--- src/rtl/alu_pkg.sv ---
// Shared ALU definitions: FSM state encoding, datapath width and flag-vector layout.
package alu_pkg;

  typedef enum logic [1:0] {
    IDLE = 2'd0,
    RUN  = 2'd1,
    DONE = 2'd2
  } state_e;

  localparam int ALU_WIDTH = 32;

  localparam int FLAG_N = 3;
  localparam int FLAG_Z = 2;
  localparam int FLAG_C = 1;
  localparam int FLAG_O = 0;

  // Packs the individual flags into the 4-bit vector used downstream.
  function automatic logic [3:0] pack_flags(input logic n, input logic z,
                                            input logic c, input logic o);
    logic [3:0] f;
    f         = '0;
    f[FLAG_N] = n;
    f[FLAG_Z] = z;
    f[FLAG_C] = c;
    f[FLAG_O] = o;
    return f;
  endfunction

endpackage

--- src/rtl/serial_sub_32b_if.sv ---
// Operand/result bus of the bit-serial subtractor.
// Both halves are valid/ready: a beat transfers on a rising edge where valid and ready are both 1;
// the producer holds its payload while valid=1 and ready=0, and ready may depend on state only.
interface serial_sub_32b_if #(
  parameter int WIDTH = 32
);
  logic             start_valid;
  logic             start_ready;
  logic [WIDTH-1:0] a;
  logic [WIDTH-1:0] b;
  logic             c_in;
  logic             res_valid;
  logic             res_ready;
  logic [WIDTH-1:0] d;
  logic             c_out;
  logic             sig_N;
  logic             sig_Z;
  logic             sig_C;
  logic             sig_O;

  modport master (
    output start_valid, a, b, c_in, res_ready,
    input  start_ready, res_valid, d, c_out, sig_N, sig_Z, sig_C, sig_O
  );

  modport slave (
    input  start_valid, a, b, c_in, res_ready,
    output start_ready, res_valid, d, c_out, sig_N, sig_Z, sig_C, sig_O
  );
endinterface

--- src/rtl/serial_sub_cell.sv ---
// Single-bit full adder used by the serial datapath.
module serial_sub_cell (
  input  logic i_a,
  input  logic i_b,
  input  logic i_cin,
  output logic o_sum,
  output logic o_cout
);
  assign o_sum  = i_a ^ i_b ^ i_cin;
  assign o_cout = (i_a & i_b) | (i_a & i_cin) | (i_b & i_cin);
endmodule

--- src/rtl/serial_sub_32b.sv ---
// Bit-serial subtractor: D = A + ~B + c_in, one bit per clock LSB first, with N/Z/C/O flags.
module serial_sub_32b
  import alu_pkg::*;
#(
  parameter int WIDTH = ALU_WIDTH
) (
  input  logic            clk,
  input  logic            rst_n,
  serial_sub_32b_if.slave bus,
  output state_e          o_dbg_state
);

  localparam int CNT_W = $clog2(WIDTH) + 1;

  state_e           r_state;
  logic [WIDTH-1:0] r_a;
  logic [WIDTH-1:0] r_b;
  logic [WIDTH-1:0] r_res;
  logic             r_carry;
  logic             r_zacc;
  logic [CNT_W-1:0] r_cnt;
  logic [WIDTH-1:0] r_d;
  logic             r_c_out;
  logic             r_n;
  logic             r_z;
  logic             r_o;

  logic             w_sum;
  logic             w_cout;
  logic [WIDTH-1:0] w_res_next;
  logic             w_last;

  serial_sub_cell u_cell (
    .i_a    (r_a[0]),
    .i_b    (r_b[0]),
    .i_cin  (r_carry),
    .o_sum  (w_sum),
    .o_cout (w_cout)
  );

  assign w_res_next = {w_sum, r_res[WIDTH-1:1]};
  assign w_last     = (r_cnt == CNT_W'(WIDTH - 1));

  always_ff @(posedge clk or negedge rst_n) begin
    if (!rst_n) begin
      r_state <= IDLE;
      r_a     <= '0;
      r_b     <= '0;
      r_res   <= '0;
      r_carry <= 1'b0;
      r_zacc  <= 1'b0;
      r_cnt   <= '0;
      r_d     <= '0;
      r_c_out <= 1'b0;
      r_n     <= 1'b0;
      r_z     <= 1'b0;
      r_o     <= 1'b0;
    end else begin
      case (r_state)
        IDLE: begin
          if (bus.start_valid) begin
            r_a     <= bus.a;
            r_b     <= ~bus.b;
            r_carry <= bus.c_in;
            r_cnt   <= '0;
            r_zacc  <= 1'b0;
            r_state <= RUN;
          end
        end
        RUN: begin
          r_a     <= r_a >> 1;
          r_b     <= r_b >> 1;
          r_carry <= w_cout;
          r_res   <= w_res_next;
          r_zacc  <= r_zacc | w_sum;
          r_cnt   <= r_cnt + CNT_W'(1);
          if (w_last) begin
            // On the MSB edge r_carry is still the carry into the MSB.
            r_d     <= w_res_next;
            r_c_out <= w_cout;
            r_n     <= w_sum;
            r_z     <= ~(r_zacc | w_sum);
            r_o     <= r_carry ^ w_cout;
            r_state <= DONE;
          end
        end
        DONE: begin
          if (bus.res_ready) begin
            r_state <= IDLE;
          end
        end
        default: r_state <= IDLE;
      endcase
    end
  end

  assign bus.start_ready = (r_state == IDLE);
  assign bus.res_valid   = (r_state == DONE);
  assign bus.d           = r_d;
  assign bus.c_out       = r_c_out;
  assign bus.sig_C       = r_c_out;
  assign bus.sig_N       = r_n;
  assign bus.sig_Z       = r_z;
  assign bus.sig_O       = r_o;
  assign o_dbg_state     = r_state;

endmodule

--- src/flat_wrapper.sv ---
// flat-port wrapper written by rule: the top's interface ports become plain ports
module serial_sub_32b_flat import alu_pkg::*;
#(
  parameter int WIDTH = ALU_WIDTH
)
  (clk, rst_n, o_dbg_state, bus_start_valid, bus_a, bus_b, bus_c_in, bus_res_ready, bus_start_ready, bus_res_valid, bus_d, bus_c_out, bus_sig_N, bus_sig_Z, bus_sig_C, bus_sig_O);
  serial_sub_32b_if #(.WIDTH(WIDTH)) bus_i ();
  input  logic clk;
  input  logic rst_n;
  output state_e o_dbg_state;
  input wire logic [$bits(bus_i.start_valid)-1:0] bus_start_valid;
  input wire logic [$bits(bus_i.a)-1:0] bus_a;
  input wire logic [$bits(bus_i.b)-1:0] bus_b;
  input wire logic [$bits(bus_i.c_in)-1:0] bus_c_in;
  input wire logic [$bits(bus_i.res_ready)-1:0] bus_res_ready;
  output wire logic [$bits(bus_i.start_ready)-1:0] bus_start_ready;
  output wire logic [$bits(bus_i.res_valid)-1:0] bus_res_valid;
  output wire logic [$bits(bus_i.d)-1:0] bus_d;
  output wire logic [$bits(bus_i.c_out)-1:0] bus_c_out;
  output wire logic [$bits(bus_i.sig_N)-1:0] bus_sig_N;
  output wire logic [$bits(bus_i.sig_Z)-1:0] bus_sig_Z;
  output wire logic [$bits(bus_i.sig_C)-1:0] bus_sig_C;
  output wire logic [$bits(bus_i.sig_O)-1:0] bus_sig_O;
  assign bus_i.start_valid = bus_start_valid;
  assign bus_i.a = bus_a;
  assign bus_i.b = bus_b;
  assign bus_i.c_in = bus_c_in;
  assign bus_i.res_ready = bus_res_ready;
  assign bus_start_ready = bus_i.start_ready;
  assign bus_res_valid = bus_i.res_valid;
  assign bus_d = bus_i.d;
  assign bus_c_out = bus_i.c_out;
  assign bus_sig_N = bus_i.sig_N;
  assign bus_sig_Z = bus_i.sig_Z;
  assign bus_sig_C = bus_i.sig_C;
  assign bus_sig_O = bus_i.sig_O;
  serial_sub_32b #(.WIDTH(WIDTH)) u_core (.clk(clk), .rst_n(rst_n), .bus(bus_i), .o_dbg_state(o_dbg_state));
endmodule
--- config.mk ---
export PLATFORM = sky130hd
export DESIGN_NAME = serial_sub_32b_flat
export DESIGN_NICKNAME = d
export VERILOG_FILES = /design/src/rtl/alu_pkg.sv /design/src/rtl/serial_sub_32b_if.sv /design/src/rtl/serial_sub_cell.sv /design/src/rtl/serial_sub_32b.sv /design/src/flat_wrapper.sv
export SDC_FILE = /design/constraint.sdc
export NUM_CORES = 1
export LEC_CHECK = 0
export BUFFER_PORTS_ARGS = -buffer_cell sky130_fd_sc_hd__buf_2
export CORE_MARGIN = 2
export CORE_UTILIZATION = 52
export CTS_BUF_LIST = sky130_fd_sc_hd__clkbuf_4 sky130_fd_sc_hd__clkbuf_8
export CTS_CLUSTER_DIAMETER = 30
export DETAILED_ROUTE_END_ITERATION = 8
export GPL_ROUTABILITY_DRIVEN = 0
export HOLD_SLACK_MARGIN = 0.12
export PLACE_DENSITY = 0.75
export SYNTH_ARGS = -nofsm -noshare
export SYNTH_HDL_FRONTEND = slang
export SYNTH_SLANG_ARGS = --single-unit
export TNS_END_PERCENT = 30
--- constraint.sdc ---
create_clock -name clk -period 1.85 [get_ports clk]
set_clock_uncertainty 0.2 [all_clocks]
set_input_delay 0.0925 -clock clk [delete_from_list [all_inputs] [get_ports clk]]
set_output_delay 0.0925 -clock clk [all_outputs]
set_load 0.05 [all_outputs]
==> Yosys cells after proc, flatten, opt, wreduce, memory -nomap -nowiden <==
Index checks and enable logic that the tools add are counted.
{ "word_totals": {"input_bits": 69, "ff_bits": 142, "wordCells": 49, "out_inout_bits": 41} }
{ "op_classes": {"add_sub_neg": 1, "muxes": 14, "reduce_logical": 5, "n_eq_ne": 6, "bitwise_logic": 11} }
{ "op_table": {"columns": ["operator", "count"], "rows": [
  ["$pmux W32 S2", 2],
  ["$mux W32", 2],
  ["$not A32 Y32", 1],
  ["$pmux W6 S2", 1],
  ["$add A6 B1 Y6 const B", 1],
  ["$eq A6 B5 Y1 const B", 1],
  ["$mux W2", 3],
  ["$mux W6", 1],
  ["$pmux W2 S3", 1],
  ["$ne A2 B2 Y1 const B", 2],
  ["$pmux W1 S2", 2],
  ["$reduce_and A2 Y1", 2],
  ["$and A1 B1 Y1", 3],
  ["$or A1 B1 Y1", 3],
  ["$reduce_and A3 Y1", 1],
  ["$xor A1 B1 Y1", 3],
  ["$eq A2 B1 Y1 const B", 1],
  ["$eq A2 B2 Y1 const B", 1],
  ["$logic_not A2 Y1", 1],
  ["$mux W1", 2],
  ["$ne A2 B1 Y1 const B", 1],
  ["$reduce_bool A2 Y1", 1],
  ["$not A1 Y1", 1]
]} }

==> Logic depth before layout (Yosys ltp) <==
{ "depth": {"word_depth": 4, "ltp_mapped": 6, "depth_no_buf": 4} }

==> Cells and area by module <==
A second synthesis with hierarchy kept.
{ "hier_totals": {"hier_cells": 553, "area_unflattened_um2": 5973.2} }
{ "by_module_without_submodules": {"columns": ["mod", "n_inst", "seq_area_each_um2", "cells_per_inst", "area_each_um2"], "rows": [
  ["serial_sub_32b", 1, 3503.4, 552, 5953.2],
  ["serial_sub_cell", 1, 0.0, 1, 20.0]
]} }

==> Worst setup path after synthesis <==
No wires, ideal clock.
{ "synth_timing": {"kind": "flip-flop to flip-flop", "startpoint": "register u_core.r_state[1], in the netlist u_core.o_dbg_state[1]", "endpoint": "register u_core.r_state[1], in the netlist u_core.o_dbg_state[1]", "path_slack_ps": -464, "setup_time_ps": 66, "n_path_buf": 2, "path_stages_with_launch": 6, "t_arrival_ps": 2048, "t_required_ps": 1584, "period_less_slack_ps": 2314, "path_cell_list": "dfrtp_1 -> buf_6 -> clkbuf_1 -> inv_1 -> nor2_1 -> a21o_1"} }
{ "synth_via": {"elab_chain_cells": 3, "word_cells_on_any_way": 8, "cone_classes": "eq/ne: 5; mux: 1; reduce/logical: 2"} }
{ "synth_rtl": {"columns": ["element", "line", "text"], "rows": [
  ["from (decl)", "serial_sub_32b.sv:15", "state_e r_state;"],
  ["from (signal assigned)", "serial_sub_32b.sv:46", "r_state <= IDLE;"],
  ["from (signal assigned)", "serial_sub_32b.sv:67", "r_state <= RUN;"],
  ["from (signal assigned)", "serial_sub_32b.sv:84", "r_state <= DONE;"],
  ["$eq A2 B2 Y1 (*)", null, null],
  ["named net bus_res_valid", "flat_wrapper.sv:17", "output wire logic [$bits(bus_i.res_valid)-1:0] bus_res_valid;"],
  ["$ne A2 B2 Y1 (no source line)", null, null],
  ["$reduce_and A3 Y1 (no source line)", null, null]
]} }
The timed path passes the listed nets; every way through them passes the cells marked *.
A chain may end at the register's enable or synchronous reset.

==> Worst setup path in the final report <==
{ "layout_timing": {"startpoint": "register u_core.r_cnt[1]", "endpoint": "register u_core.r_d[8], in the netlist u_core.bus.d[8]"} }
{ "layout_via": {"elab_chain_cells": 2} }
{ "layout_rtl": {"columns": ["element", "line", "text"], "rows": [
  ["from (decl)", "serial_sub_32b.sv:21", "logic [CNT_W-1:0] r_cnt;"],
  ["from (signal assigned)", "serial_sub_32b.sv:76", "r_cnt <= r_cnt + CNT_W'(1);"],
  ["$eq A6 B5 Y1", "serial_sub_32b.sv:42", "assign w_last = (r_cnt == CNT_W'(WIDTH - 1));"],
  ["$reduce_and A2 Y1 (no source line)", null, null],
  ["to (signal assigned)", "serial_sub_32b.sv:79", "r_d <= w_res_next;"],
  ["to (decl)", "serial_sub_32b.sv:22", "logic [WIDTH-1:0] r_d;"]
]} }
No other way between the ends.

==> qor.yml <==
clock_network:
  clkLatencyLatePin_ps: 430
  path_clk_slew_ps: 70
  cts_htree_levels: 4
  clockBufferDepth: 2
  cts_root_buf: "clkbuf_8"
  clock-sinks: 140
  cts_tree: "yes"
  cts_made_buffers: 17
flow_run:
  max_cap_violations: 0
timing:
  setup_viol: 0
  period_share_pct: 98.11
  finalCriticalPeriod_ps: 1815
  finalMaxSlewViolations: 0
  setup_slack_ps: 35.02
  hold_viol_final: 0
  fmax_mhz: 551.0
  slew-limit-headroom_pct: 68.15
  tightest_slew_ps: 477.7
worst_hold_path:
  min_path_type: "in -> reg"
  whs_path_depth: 4
  hp-start: "bus_res_ready"
  whs_endpoint: "u_core.o_dbg_state[1]"
global_routing:
  grt_most_used_layer: "met2"
  grt_max_degree: 54
  met2_usage_pct: 39.92
  grt_use_met3_pct: 5.661
  antenna_found_initial: 0
  grt_use_total_pct: 24.03
  grt_overflow: 0
  grt_util_met1_pct: 31.51
  grt_pass1_wl_mm: 24.43
  grt_pass1_vias: 5096
setup_path:
  cp.required_ps: 1960
  r2r_cells: 6
  rrSetupSlack_ps: 40
  cp.arrival_ps: 1930
  crit_chain: "ha_1, nand3_2, nor3_4, buf_12, clkbuf_16, mux2_2"
  rr_startpoint: "u_core.r_cnt[1]"
  critical-path-slowest-cell: "dfrtp_1"
  worstPathMaxFanout: 14
  cpLargestDelayFamily: "flip-flops"
  timing.rr.end: "u_core.bus.d[8]"
  end_kind: "flip-flop"
  slowest_delay_ps: 360
  start_kind: "flip-flop"
  worst-setup-path-type: "reg -> reg"
  critical_path_buf_inv_count: 2
floorplan:
  dieHeight_um: 111.4
  dieArea_sq_mm: 0.01242
  row_count: 39
  ios: 110
  core-area_sq_mm: 0.01132
  start_util_pct: 53.03
  die_w_um: 111.4
pwr:
  leakagePower_nw: 3.936
  p_int_mw: 7.226
  switching_power_mw: 4.413
  power_frac_comb_pct: 34.1
  clkPwrFrac_pct: 22.8
  p_per_area_mw_per_mm2: 1451
  swShare_pct: 37.92
  pwr-share-seq_pct: 43.1
  vdd_drop_max_v: 0.001141
placed_design:
  place_ws_ps: -15.99
  hpwl_mm: 8.725
  port_buffers: 109
  place_area_sq_mm: 0.006799
detailed_routing:
  drtAntennaViolNets: 0
  vias: 5033
  drc: 0
  drt-total-wl_mm: 14.56
  drtIter0Drc: 415
  wire_per_inst_um: 16.42
  viasPerCell: 5.674
  drt_pass1_iterations: 5
cells_and_area:
  synthToLayoutAreaGrowth_pct: 33.60
  fin_area_sq_mm: 0.008020
  layout-drive-gt1-share_pct: 28.49
  num_antenna_cells: 0
  nets: 802
outcome:
  status: "finished clean"
logic_synthesis:
  synth_nets: 622
  syn_area_sq_mm: 0.006003
  avgSynthCellArea_sq_um: 10.90
  synth_seq_cells: 140
  synthArstFlopShare_pct: 100.0
  synth_edf_count: 0
  synth_cell_types: 32
  ys_warn_count: 0
  ys.flop_type: "dfrtp_1"
  synth_seq_area_share_pct: 58.36
  syn_inst: 551
-- cell usage in the layout (no fill, tap or decap), types with 7 or more instances in the layout --
cell type and instances:
dfrtp_1 138, nand2_1 119, buf_2 105, a22oi_1 73, dlygate4sd3_1 69, o21ai_0 68, mux2_2 34, a2bb2oi_1 32
buf_4 19, clkbuf_8 18, buf_12 7
-- cells by family (layout without fill, tap and decap cells) --
logic type | Yosys count | in the layout | synth area share [%]
multiplexers | 38 | 38 | 7.086
AND/OR/NAND/NOR | 140 | 140 | 9.650
AO/OA/AOI/OAI | 181 | 181 | 20.34
adder cells (fa/ha/maj) | 2 | 2 | 0.5419
buffers and inverters | 49 | 242 | 3.876
XOR/XNOR | 1 | 1 | 0.1459
flip-flops | 140 | 140 | 58.36
-- how the worst max path moves through the flow --
stage | from | endpoint | slack (ps) | cells past startpoint
after floorplan | u_core.o_dbg_state[1] | u_core.bus.d[3] | -240 | 6
after global placement | u_core.r_cnt[0] | u_core.bus.d[17] | 60 | 5
after detailed placement | u_core.r_cnt[0] | u_core.bus.d[13] | -20 | 5
after CTS | u_core.o_dbg_state[1] | bus_res_valid | 20 | 4
after global routing | u_core.r_cnt[1] | u_core.bus.d[8] | -10 | 6
final | u_core.r_cnt[1] | u_core.bus.d[8] | 40 | 6
-- cells in the mapped netlist (3+ instances only) --
| cell | number | area share [%] |
|---|---|---|
| buf_6 | 5 | 0.94 |
| a2bb2oi_1 | 32 | 4.7 |
| mux2_2 | 34 | 6.4 |
| buf_2 | 3 | 0.25 |
| o21ai_0 | 68 | 5.7 |
| a21oi_1 | 4 | 0.33 |
| clkbuf_1 | 30 | 1.9 |
| nand2_1 | 119 | 7.4 |
| a22oi_1 | 73 | 9.1 |
| buf_1 | 6 | 0.38 |
| nor2_1 | 6 | 0.38 |
| dfrtp_1 | 140 | 58 |
| nand3_1 | 3 | 0.25 |
| nor2b_1 | 3 | 0.31 |
-- power groups by stage --
stage / combinational [mW] / sequential (mW) / clock, mW
floorplan: 1.92 / 5.74 / 0
global placement: 3.65 / 4.97 / 0
detailed placement: 3.81 / 5.04 / 0
CTS: 3.93 / 4.99 / 2.69
global route: 4.36 / 5.16 / 2.85
finish: 3.97 / 5.02 / 2.65
-- routing by layer --
| layer | wire length (um) | vias to the layer above |
|---|---|---|
| met2 | 7242 | 186 |
| met4 | 282 | 0 |
| met1 | 6214 | 2488 |
| li1 | - | 2327 |
| met5 | 0 | - |
| met3 | 823 | 32 |
-- layout make-up --
type                            instances  area [sq um]
Sequential cell                       140          3506
Fill cell                             781          3301
Multi-Input combinational cell        362          2286
Timing Repair Buffer                  207          1605
Clock buffer                           20         262.8
Tap cell                              143         178.9
Clock inverter                         12         170.2
Inverter                                3         11.26
-- metrics by stage --
stage / cells / TNS [ps] / power, mW / hold WS [ps] / utilization [%]
5_1_grt: 887 / -11.03 / 12.37 / 291.9 / 70.84
3_5_place_dp: 783 / -67.20 / 8.847 / -130.0 / 60.06
4_1_cts: 884 / 0 / 11.62 / 271.7 / 70.09
6_report: 887 / 0 / 11.64 / 291.8 / 70.84
3_3_place_gp: 783 / 0 / 8.629 / -139.3 / 60.06
2_1_floorplan: 551 / -10060 / 7.659 / -403.1 / -
-- worst reg2reg max path, stage by stage, from the launching register on --
cell	delay, ps
dfrtp_1	360
ha_1	220
nand3_2	120
nor3_4	160
buf_12	140
clkbuf_16	170
mux2_2	340
-- repair_timing --
item / CTS / global route
cloned: 0 / 2
hold buffers: 69 / 0
pin swaps: 0 / 1
resized for setup: 4 / 4
endpoints found under the hold margin: 210 / 0
endpoints found under the setup margin: 16 / 36
buffers inserted: 0 / 1
-- registers in the layout, summed over array words and instances (netlist names) --
register,flops
u_core.r_b,32
u_core.bus.d,31
u_core.bus.sig_Z,1
u_core.o_dbg_state,2
u_core.r_cnt,6
u_core.r_carry,1
u_core.r_a,32
u_core.r_zacc,1
u_core.bus.sig_N,1
u_core.r_res,31
u_core.bus.sig_O,1
u_core.bus.c_out,1
Power figures use the tool's default switching activity.
